==> config.mk <==
export PLATFORM = sky130hd
export DESIGN_NAME = vjtag_mem_bridge
export DESIGN_NICKNAME = d
export VERILOG_FILES = /design/src/rtl/vjtag_mem_bridge.sv
export SDC_FILE = /design/constraint.sdc
export NUM_CORES = 1
export LEC_CHECK = 0
export CORE_MARGIN = 3
export CORE_UTILIZATION = 33
export CTS_CLUSTER_DIAMETER = 150
export CTS_CLUSTER_SIZE = 12
export DETAILED_ROUTE_END_ITERATION = 8
export PLACE_DENSITY = 0.62
export SYNTH_ARGS = -nofsm -noshare
export SYNTH_HDL_FRONTEND = slang
export SYNTH_SLANG_ARGS = --single-unit
==> constraint.sdc <==
create_clock -name clock -period 2.6 [get_ports clock]
set_input_delay 0.39 -clock clock [delete_from_list [all_inputs] [get_ports clock]]
set_output_delay 0.39 -clock clock [all_outputs]
set_load 0.005 [all_outputs]
==> src/rtl/vjtag_mem_bridge.sv <==
// Virtual JTAG DR-chain consumer: oversamples the hub signals in the system clock
// domain and turns ADDR/WDATA/RDATA updates into single-beat memory requests.
module vjtag_mem_bridge #(
    parameter int IR_WIDTH    = 24,
    parameter int ADDR_WIDTH  = 16,
    parameter int DATA_WIDTH  = 8,
    parameter int SYNC_STAGES = 2
) (
    input  logic                  clock,
    input  logic                  reset,
    input  logic                  tck,
    input  logic                  tdi,
    output logic                  tdo,
    input  logic [IR_WIDTH-1:0]   ir_in,
    output logic [IR_WIDTH-1:0]   ir_out,
    input  logic                  virtual_state_cdr,
    input  logic                  virtual_state_sdr,
    input  logic                  virtual_state_udr,
    output logic                  mem_req_valid,
    input  logic                  mem_req_ready,
    output logic                  mem_req_write,
    output logic [ADDR_WIDTH-1:0] mem_req_addr,
    output logic [DATA_WIDTH-1:0] mem_req_wdata,
    input  logic                  mem_resp_valid,
    input  logic [DATA_WIDTH-1:0] mem_resp_rdata
);
    localparam logic [1:0] S_IDLE = 2'd0;
    localparam logic [1:0] S_REQ  = 2'd1;
    localparam logic [1:0] S_WAIT = 2'd2;

    localparam logic [3:0] IR_ADDR   = 4'd1;
    localparam logic [3:0] IR_WDATA  = 4'd2;
    localparam logic [3:0] IR_RDATA  = 4'd3;
    localparam logic [3:0] IR_STATUS = 4'd4;

    localparam int SR_W0 = (ADDR_WIDTH > DATA_WIDTH) ? ADDR_WIDTH : DATA_WIDTH;
    localparam int SR_W  = (SR_W0 > 8) ? SR_W0 : 8;
    localparam int SR_IW = $clog2(SR_W);

    logic [SYNC_STAGES-1:0][4:0] sync_q;
    logic                        tck_prev;
    logic                        tck_s, tdi_s, cdr_s, sdr_s, udr_s, tck_rise;

    logic [1:0]            state;
    logic [ADDR_WIDTH-1:0] addr;
    logic [DATA_WIDTH-1:0] rbuf;
    logic                  overflow;
    logic [SR_W-1:0]       sr, sr_shift, cap_val, mask;
    logic [SR_IW-1:0]      len_m1;
    logic [7:0]            status;
    logic [3:0]            ir_op;
    logic                  unused_ir;

    assign {tck_s, tdi_s, cdr_s, sdr_s, udr_s} = sync_q[SYNC_STAGES-1];
    assign tck_rise  = tck_s & ~tck_prev;
    assign ir_op     = ir_in[3:0];
    assign unused_ir = ^ir_in[IR_WIDTH-1:4];

    assign status       = {5'b0, overflow, state == S_WAIT, mem_req_valid};
    assign ir_out       = {{(IR_WIDTH-8){1'b0}}, status};
    assign tdo          = sr[0];
    assign mem_req_addr = addr;

    // Chain length and capture value for the selected instruction; BYPASS is one bit wide.
    always_comb begin
        len_m1  = '0;
        cap_val = '0;
        case (ir_op)
            IR_ADDR: begin
                len_m1                   = SR_IW'(ADDR_WIDTH - 1);
                cap_val[ADDR_WIDTH-1:0]  = addr;
            end
            IR_WDATA:  len_m1 = SR_IW'(DATA_WIDTH - 1);
            IR_RDATA: begin
                len_m1                   = SR_IW'(DATA_WIDTH - 1);
                cap_val[DATA_WIDTH-1:0]  = rbuf;
            end
            IR_STATUS: begin
                len_m1       = SR_IW'(7);
                cap_val[7:0] = status;
            end
            default: ;
        endcase
    end

    always_comb begin
        mask             = ~({SR_W{1'b1}} << len_m1);
        sr_shift         = (sr >> 1) & mask;
        sr_shift[len_m1] = tdi_s;
    end

    always_ff @(posedge clock or posedge reset) begin
        if (reset) begin
            sync_q   <= '0;
            tck_prev <= 1'b0;
        end else begin
            sync_q[0] <= {tck, tdi, virtual_state_cdr, virtual_state_sdr, virtual_state_udr};
            for (int i = 1; i < SYNC_STAGES; i++) sync_q[i] <= sync_q[i-1];
            tck_prev <= tck_s;
        end
    end

    always_ff @(posedge clock or posedge reset) begin
        if (reset) begin
            state         <= S_IDLE;
            addr          <= '0;
            rbuf          <= '0;
            overflow      <= 1'b0;
            sr            <= '0;
            mem_req_valid <= 1'b0;
            mem_req_write <= 1'b0;
            mem_req_wdata <= '0;
        end else begin
            // JTAG side: UDR launches only from IDLE, so it never collides with the FSM below.
            if (tck_rise) begin
                if (cdr_s) begin
                    sr <= cap_val;
                    if (ir_op == IR_STATUS) overflow <= 1'b0;
                end else if (sdr_s) begin
                    sr <= sr_shift;
                end else if (udr_s && (ir_op == IR_ADDR || ir_op == IR_WDATA || ir_op == IR_RDATA)) begin
                    if (state != S_IDLE) begin
                        overflow <= 1'b1;
                    end else if (ir_op == IR_ADDR) begin
                        addr <= sr[ADDR_WIDTH-1:0];
                    end else begin
                        state         <= S_REQ;
                        mem_req_valid <= 1'b1;
                        mem_req_write <= (ir_op == IR_WDATA);
                        if (ir_op == IR_WDATA) mem_req_wdata <= sr[DATA_WIDTH-1:0];
                    end
                end
            end

            case (state)
                S_REQ: begin
                    if (mem_req_ready) begin
                        mem_req_valid <= 1'b0;
                        if (mem_req_write) begin
                            state <= S_IDLE;
                            addr  <= addr + 1'b1;
                        end else begin
                            state <= S_WAIT;
                        end
                    end
                end
                S_WAIT: begin
                    if (mem_resp_valid) begin
                        rbuf  <= mem_resp_rdata;
                        addr  <= addr + 1'b1;
                        state <= S_IDLE;
                    end
                end
                default: ;
            endcase
        end
    end
endmodule

Word level (Yosys, flattened, before mapping)
Cells that the tools add are included.
{ "totals": {"regBits": 64, "out_inout_bits": 51, "wordCells": 86, "input_bits": 41} }
{ "classes": {"bitwise_logic": 8, "n_shift": 1, "reduce_logical": 14, "addsub": 1, "eq_ne": 8, "n_lt_le_gt_ge": 2, "mux": 41} }
{ "ops": {"columns": ["op", "count"], "rows": [
  ["two-way mux 16 bit", 11],
  ["case mux 16 bit (2 select lines)", 1],
  ["case mux 8 bit (3 select lines)", 1],
  ["two-way mux 2 bit", 9],
  ["adder 16 x 1 -> 16 bit (second input constant)", 1],
  ["AND 15 x 16 -> 16 bit", 1],
  ["bitwise mux 16 bit", 1],
  ["inverter 16 bit", 1],
  ["<< shifter 16 x 4 -> 16 bit (first input constant)", 1],
  ["two-way mux 1 bit", 14],
  ["== test 4 x 2 -> 1 bit (second input constant)", 2],
  ["two-way mux 8 bit", 1],
  ["case mux 4 bit (2 select lines)", 1],
  ["nonzero test 2 bit", 4],
  ["AND reduction 7 bit", 1],
  ["AND reduction 6 bit", 1],
  ["< comparator 4 x 5 -> 1 bit (second input constant)", 1],
  ["inverter 1 bit", 5],
  ["AND reduction 5 bit", 1],
  ["demux 1 bit (select 4 bit)", 1],
  ["== test 4 x 1 -> 1 bit (second input constant)", 1],
  ["== test 4 x 3 -> 1 bit (second input constant)", 1],
  ["greater-or-equal comparator 4 x 1 -> 1 bit (second input constant)", 1],
  ["inequality test 2 x 1 -> 1 bit (second input constant)", 2],
  ["8 further kinds", 11]
]} }

Logic depth before layout (Yosys ltp)
{ "depth": {"depth_word": 11, "mapped_depth": 8, "mapped_depth_nobuf": 7} }

Worst setup path before layout
Ideal clock, no wire load.
{ "synth_timing": {"kind": "register to register", "start": "reg state[0]", "end": "reg addr[3] (netlist: mem_req_addr[3])", "setup_time_ns": 0.147, "period_less_slack_ns": 1.802, "required_time_ns": 2.453, "setup_slack_ns": 0.798, "arrival_ns": 1.655, "n_path_buf": 1, "path_stages_with_launch": 9, "path_cell_list": "dfrtp_1 -> inv_1 -> ha_1 -> nand2_1 -> a21o_1 -> clkbuf_1 -> nor2_1 -> o21ai_0 -> o311ai_0"} }
{ "synth_between": {"word_cells_on_any_way": 12, "classes_between": "eq/ne (2); mux (9); reduce/logical (1)"} }
{ "synth_lines": {"columns": ["element", "line", "text"], "rows": [
  ["from (decl)", "44", "logic [1:0] state;"],
  ["from (signal assigned)", "105", "state <= S_IDLE;"],
  ["from (signal assigned)", "127", "state <= S_REQ;"],
  ["from (signal assigned)", "140", "state <= S_IDLE;"],
  ["== test 2 bit", null, null],
  ["via ir_out[1]", "15", "output logic [IR_WIDTH-1:0] ir_out,"],
  ["case mux 16 bit (2 select lines)", "135", "case (state)"],
  ["to (signal assigned)", "125", "addr <= sr[ADDR_WIDTH-1:0];"],
  ["to (signal assigned)", "141", "addr <= addr + 1'b1;"],
  ["to (signal assigned)", "150", "addr <= addr + 1'b1;"],
  ["to (decl)", "45", "logic [ADDR_WIDTH-1:0] addr;"]
]} }
The timed path passes the listed nets, and every way through them passes these cells.
A chain may end at the register's enable or synchronous reset.

Worst setup path in the final report
{ "layout_timing": {"start": "in ir_in[3]", "end": "reg mem_req_wdata[7]"} }
{ "layout_between": {"elab_chain_cells": 5, "word_cells_on_any_way": 8, "classes_between": "eq/ne (3); bitwise (1); reduce/logical (4)"} }
{ "layout_lines": {"columns": ["element", "line", "text"], "rows": [
  ["from (decl)", "14", "input logic [IR_WIDTH-1:0] ir_in,"],
  ["== test 4 x 1 -> 1 bit / == test 4 x 2 -> 1 bit (equally long branches)", "121, 124, 130", null],
  ["logical OR 1 bit (2 in series)", "121", "end else if (udr_s && (ir_op == IR_ADDR || ir_op == IR_WDATA || ir_op == IR_RDATA)) begin"],
  ["logical AND 1 bit", "121", null],
  ["AND reduction 7 bit (no source line) *", null, null],
  ["to (signal assigned)", "130", "if (ir_op == IR_WDATA) mem_req_wdata <= sr[DATA_WIDTH-1:0];"],
  ["to (decl)", "23", "output logic [DATA_WIDTH-1:0] mem_req_wdata,"]
]} }
Mark *: on every way between the ends. The rest lies on a longest branch, timed or not.

==> results by stage <==
Outcome:
- The flow ran to the end, and the final reports show no timing, DRC or antenna violations.

Floorplan:
- The floorplan step set the die width to about 110 microns.
- The number of rows created at floorplan is 36.
- The initial core utilization is between 30% and 40%.
- The core region is roughly 9800 sq um.
- The die outline height is 106.7 microns.
- The floorplan step defined a die boundary enclosing 11,370 sq um.
- The number of top-level pins is 92.

Global route:
- The initial antenna violation count came to 0.
- The global-route wire length before repair is 12,450 microns.
- Global routing consumed, on the met2 layer, around 22% of the routing resources.
- After global routing the overflow that remains totals 0.
- met2 is the most crowded layer.
- The number of global-route vias before repair is approximately 2,400.
- The global-route track usage on met3 is between 4 and 5%.
- The combined global-route utilization of all metal layers is between 10 and 15%.
- For met1 alone, demand over resource in global routing was approximately 19%.
- The maximum number of pins on one net before global-route repair is 48.

Pwr:
- In this run the static leakage power is 1.770 nW.
- The clock power share is 34.3%.
- The switching power share of the total is a little over a quarter.
- The total chip power is about 2.4 mW.
- The internal portion of the total power is ~1.8 mW.
- Summed over all nets, the switching power comes to about 0.66 mW.
- The share of power burned in combinational logic is 18.1%.
- Power spread over the standard cell area amounts to just under 600 nW/um^2.
- The peak ir drop on the vdd network is about 0.32 mV.
- The portion of total power attributed to sequential cells is between 40% and 50%.

Critical path:
- The reg-to-reg critical path startpoint is state[0].
- The critical path's slowest cell is sky130_fd_sc_hd__clkdlybuf4s50_1.
- The critical path class is input port to flip-flop.
- In this run the worst path has a maximum fanout of 9.
- STA classifies the critical path endpoint as a flip-flop.
- The data required time of the worst path is around 2.8 ns.
- In this run the critical register-to-register path is captured at mem_req_addr[4].
- In this design, the stage delay of the slowest critical-path cell is around 0.52 ns.
- The reg2reg setup slack is 0.50 ns.
- Walking the worst path, the cells encountered are clkdlybuf4s50_1 -> nor4b_4 -> nand3_2 -> or2_1 -> mux2_4.
- STA puts the critical path data arrival time at between 2 and 2.5 ns.
- Counting cells, the worst reg-to-reg path comes to 7.
- STA classifies the critical path startpoint as an input port.
- Counting both buffers and inverters, the worst setup path holds a total of 1.
- The cell family with the largest share of critical-path delay is simple AND/OR/NAND/NOR gates.

Route:
- The final route contains about 2,500 vias.
- Using the TritonRoute via totals, the vias-per-cell ratio works out to between 4 and 5.
- The post-route DRC violation count is 0.
- For this block, the initial DRC count from the detailed router was about 110.
- The detailed-route wire length is around 7600 microns.
- The number of search-and-repair iterations in the first detailed-routing pass is 4.
- The wire length per cell is ~15 microns.
- The count of nets left with antenna violations once routing finished came out at 0.

Timing:
- The smallest clock period supported by the final layout is computed as about 2.1 ns.
- The worst slew margin relative to its limit is 47.28%.
- The worst hold slack is about 0.35 ns.
- The highest attainable clock frequency is 473.9 MHz.
- Setup repair after global routing left no endpoint under its margin.
- The max-slew violation count is 0.
- The final number of setup-violating endpoints is 0.
- The setup TNS is 0 ns.
- The final cycle utilization of the critical path is roughly four fifths.
- The worst clock skew on the final layout is ~0.010 ns.
- The final number of hold-violating endpoints is 0.
- For the pin with the worst max-slew slack, the measured transition is approximately 0.79 ns.
- The setup slack after layout is a little under 0.5 ns.

Synth:
- In this run, synthesis produced a sequential element count of between 60 and 70.
- The cell count after synthesis is ~320.
- The number of synthesized flops with an enable pin is 0.
- The portion of the post-synthesis area used by sequential elements is between 40% and 50%.
- The cell area that synthesis handed to floorplanning was about 3300 sq um.
- The number of warnings issued by yosys is 0.
- The fraction of registers with async set or reset after synthesis is 100.0%.
- A synthesized cell averages between 10 and 15 sq um.
- The distinct cell type count after synthesis is 51.
- The flip-flop cell with the highest count after synthesis is sky130_fd_sc_hd__dfrtp_1.

Clock network:
- The number of setup buffers added after CTS is 0.
- For this design, the CTS-stage hold fixing added 0 buffers.
- The clock drives between 60 and 70 sinks.
- After clock tree synthesis, the clock-pin slew on the worst setup and hold paths is ~0.070 ns.
- Post-CTS repair changed the size of 0 cells.
- The largest buffer count on any clock path is 2.
- TritonCTS created 9 clock buffers.
- TritonCTS built the clock tree.
- The worst-skew pair later-pin latency is between 0.3 and 0.4 ns.
- The H-tree depth is 3.
- The CTS root buffer is sky130_fd_sc_hd__clkbuf_8.

Finish:
- The design area is around 4100 sq um.
- Relative to the synthesized area, the layout overhead comes to 22.42%.
- In the layout the commonest cells are 64 x sky130_fd_sc_hd__dfrtp_1, 50 x sky130_fd_sc_hd__clkdlybuf4s50_1, 36 x sky130_fd_sc_hd__nand2_1.
- The final antenna diode count is 0.
- The fraction of final layout cells sized beyond drive strength 1 is approximately an eighth.
- The number of fillers in the final layout is about 970.
- In the final design database the tool counted about 420 nets.
- The most common library cell in the layout ignoring fill and taps is sky130_fd_sc_hd__dfrtp_1.

Placement:
- The estimated wirelength of the detail-placed design is ~5400 microns.
- The worst slack at placement is roughly 0.18 ns.
- In this run the cell area measured after placement is just under 4000 sq um.
- The congestion estimate from routability-driven global placement came to 0.8223.
- The count of buffers added on input and output ports is 50.

Job:
- The number of max-capacitance violations reported is 0.

Hold path:
- The path with the worst hold slack has its endpoint at sync_q[5].
- The tightest min-delay check is of the flip-flop to flip-flop type.
- The worst hold path begins at sync_q[0].
- The worst hold path was traced through 0 stages.
## flip-flops by register name, indices dropped and copies added, names as in the netlist
name,cells
tck_prev,1
rbuf,8
overflow,1
state,2
mem_req_addr,16
sdr_s,1
sr,16
mem_req_write,1
cdr_s,1
sync_q,8
mem_req_wdata,8
mem_req_valid,1
## per-stage QoR
stage,cells,util (%)
after global placement,493,39.78
final,508,41.68
after detailed placement,493,39.78
after global routing,508,41.68
after floorplan,339,-
after CTS,508,41.68
## worst register-to-register path: stages (launching register included)
cell                       delay [ns]
sky130_fd_sc_hd__dfrtp_1         0.38
sky130_fd_sc_hd__inv_1           0.12
sky130_fd_sc_hd__ha_1            0.26
sky130_fd_sc_hd__inv_1           0.14
sky130_fd_sc_hd__a21o_1          0.62
sky130_fd_sc_hd__nor2b_1         0.10
sky130_fd_sc_hd__o21ai_0         0.18
sky130_fd_sc_hd__o311ai_0        0.14
## metal layers
metal,vias to the layer above,share of wire (%)
met5,-,0
met4,0,1.1
met3,11,5.0
met2,67,48
met1,1226,46
li1,1206,-
## worst max-delay path by stage
stage                  start                to  slack [ns]  cells after the start
global route        state[0]   mem_req_addr[9]        0.26                      7
finish              ir_in[3]  mem_req_wdata[7]        0.49                      5
global placement    ir_in[3]  mem_req_wdata[6]        0.21                      5
detailed placement  ir_in[3]  mem_req_wdata[7]        0.18                      5
floorplan              reset             cdr_s        0.61                      1
CTS                 ir_in[3]  mem_req_wdata[2]        0.50                      5
## power groups by stage
| stage | Combinational, mW | Clock, mW | Sequential [mW] |
|---|---|---|---|
| 6_report | 0.437 | 0.829 | 1.15 |
| 5_1_grt | 0.479 | 0.912 | 1.16 |
| 4_1_cts | 0.440 | 0.846 | 1.15 |
| 3_5_place_dp | 0.436 | 0 | 1.17 |
| 3_3_place_gp | 0.425 | 0 | 1.16 |
| 2_1_floorplan | 0.306 | 0 | 1.14 |
## cell type report
class	count	area (sq um)	area share, %
Tap cell	133	166.4	4.066
Clock buffer	11	141.4	3.455
Multi-Input combinational cell	231	1535	37.51
Inverter	6	22.52	0.5503
Clock inverter	4	45.04	1.101
Sequential cell	64	1602	39.13
Timing Repair Buffer	59	580.6	14.19
## synth_stat cells, types with 5 or more instances
| cell type | count | area, sq um |
|---|---|---|
| sky130_fd_sc_hd__a21oi_1 | 14 | 70.07 |
| sky130_fd_sc_hd__a22oi_1 | 7 | 52.55 |
| sky130_fd_sc_hd__and3_1 | 5 | 31.28 |
| sky130_fd_sc_hd__buf_2 | 5 | 25.02 |
| sky130_fd_sc_hd__buf_4 | 23 | 172.7 |
| sky130_fd_sc_hd__clkbuf_1 | 5 | 18.77 |
| sky130_fd_sc_hd__dfrtp_1 | 64 | 1602 |
| sky130_fd_sc_hd__inv_1 | 6 | 22.52 |
| sky130_fd_sc_hd__mux2_2 | 9 | 101.4 |
| sky130_fd_sc_hd__mux2_4 | 8 | 120.1 |
| sky130_fd_sc_hd__mux2i_1 | 16 | 160.2 |
| sky130_fd_sc_hd__nand2_1 | 36 | 135.1 |
| sky130_fd_sc_hd__nand3_1 | 9 | 45.04 |
| sky130_fd_sc_hd__nor2_1 | 14 | 52.55 |
| sky130_fd_sc_hd__nor2b_1 | 6 | 37.54 |
| sky130_fd_sc_hd__o21ai_0 | 29 | 145.1 |
| sky130_fd_sc_hd__o311ai_0 | 5 | 43.79 |
## logic make-up after synthesis
family	after synthesis	share of synthesized area (%)
AOI/OAI and AO/OA	73	13.77
xor gates and xnor gates	4	1.048
adders and majority gates	4	1.497
buffers and inverters	44	8.420
DFF	64	47.90
muxes	33	11.41
other	1	0.1122
and+or+nand+nor	96	15.83
Note: power is estimated with default switching activity, not from simulation.
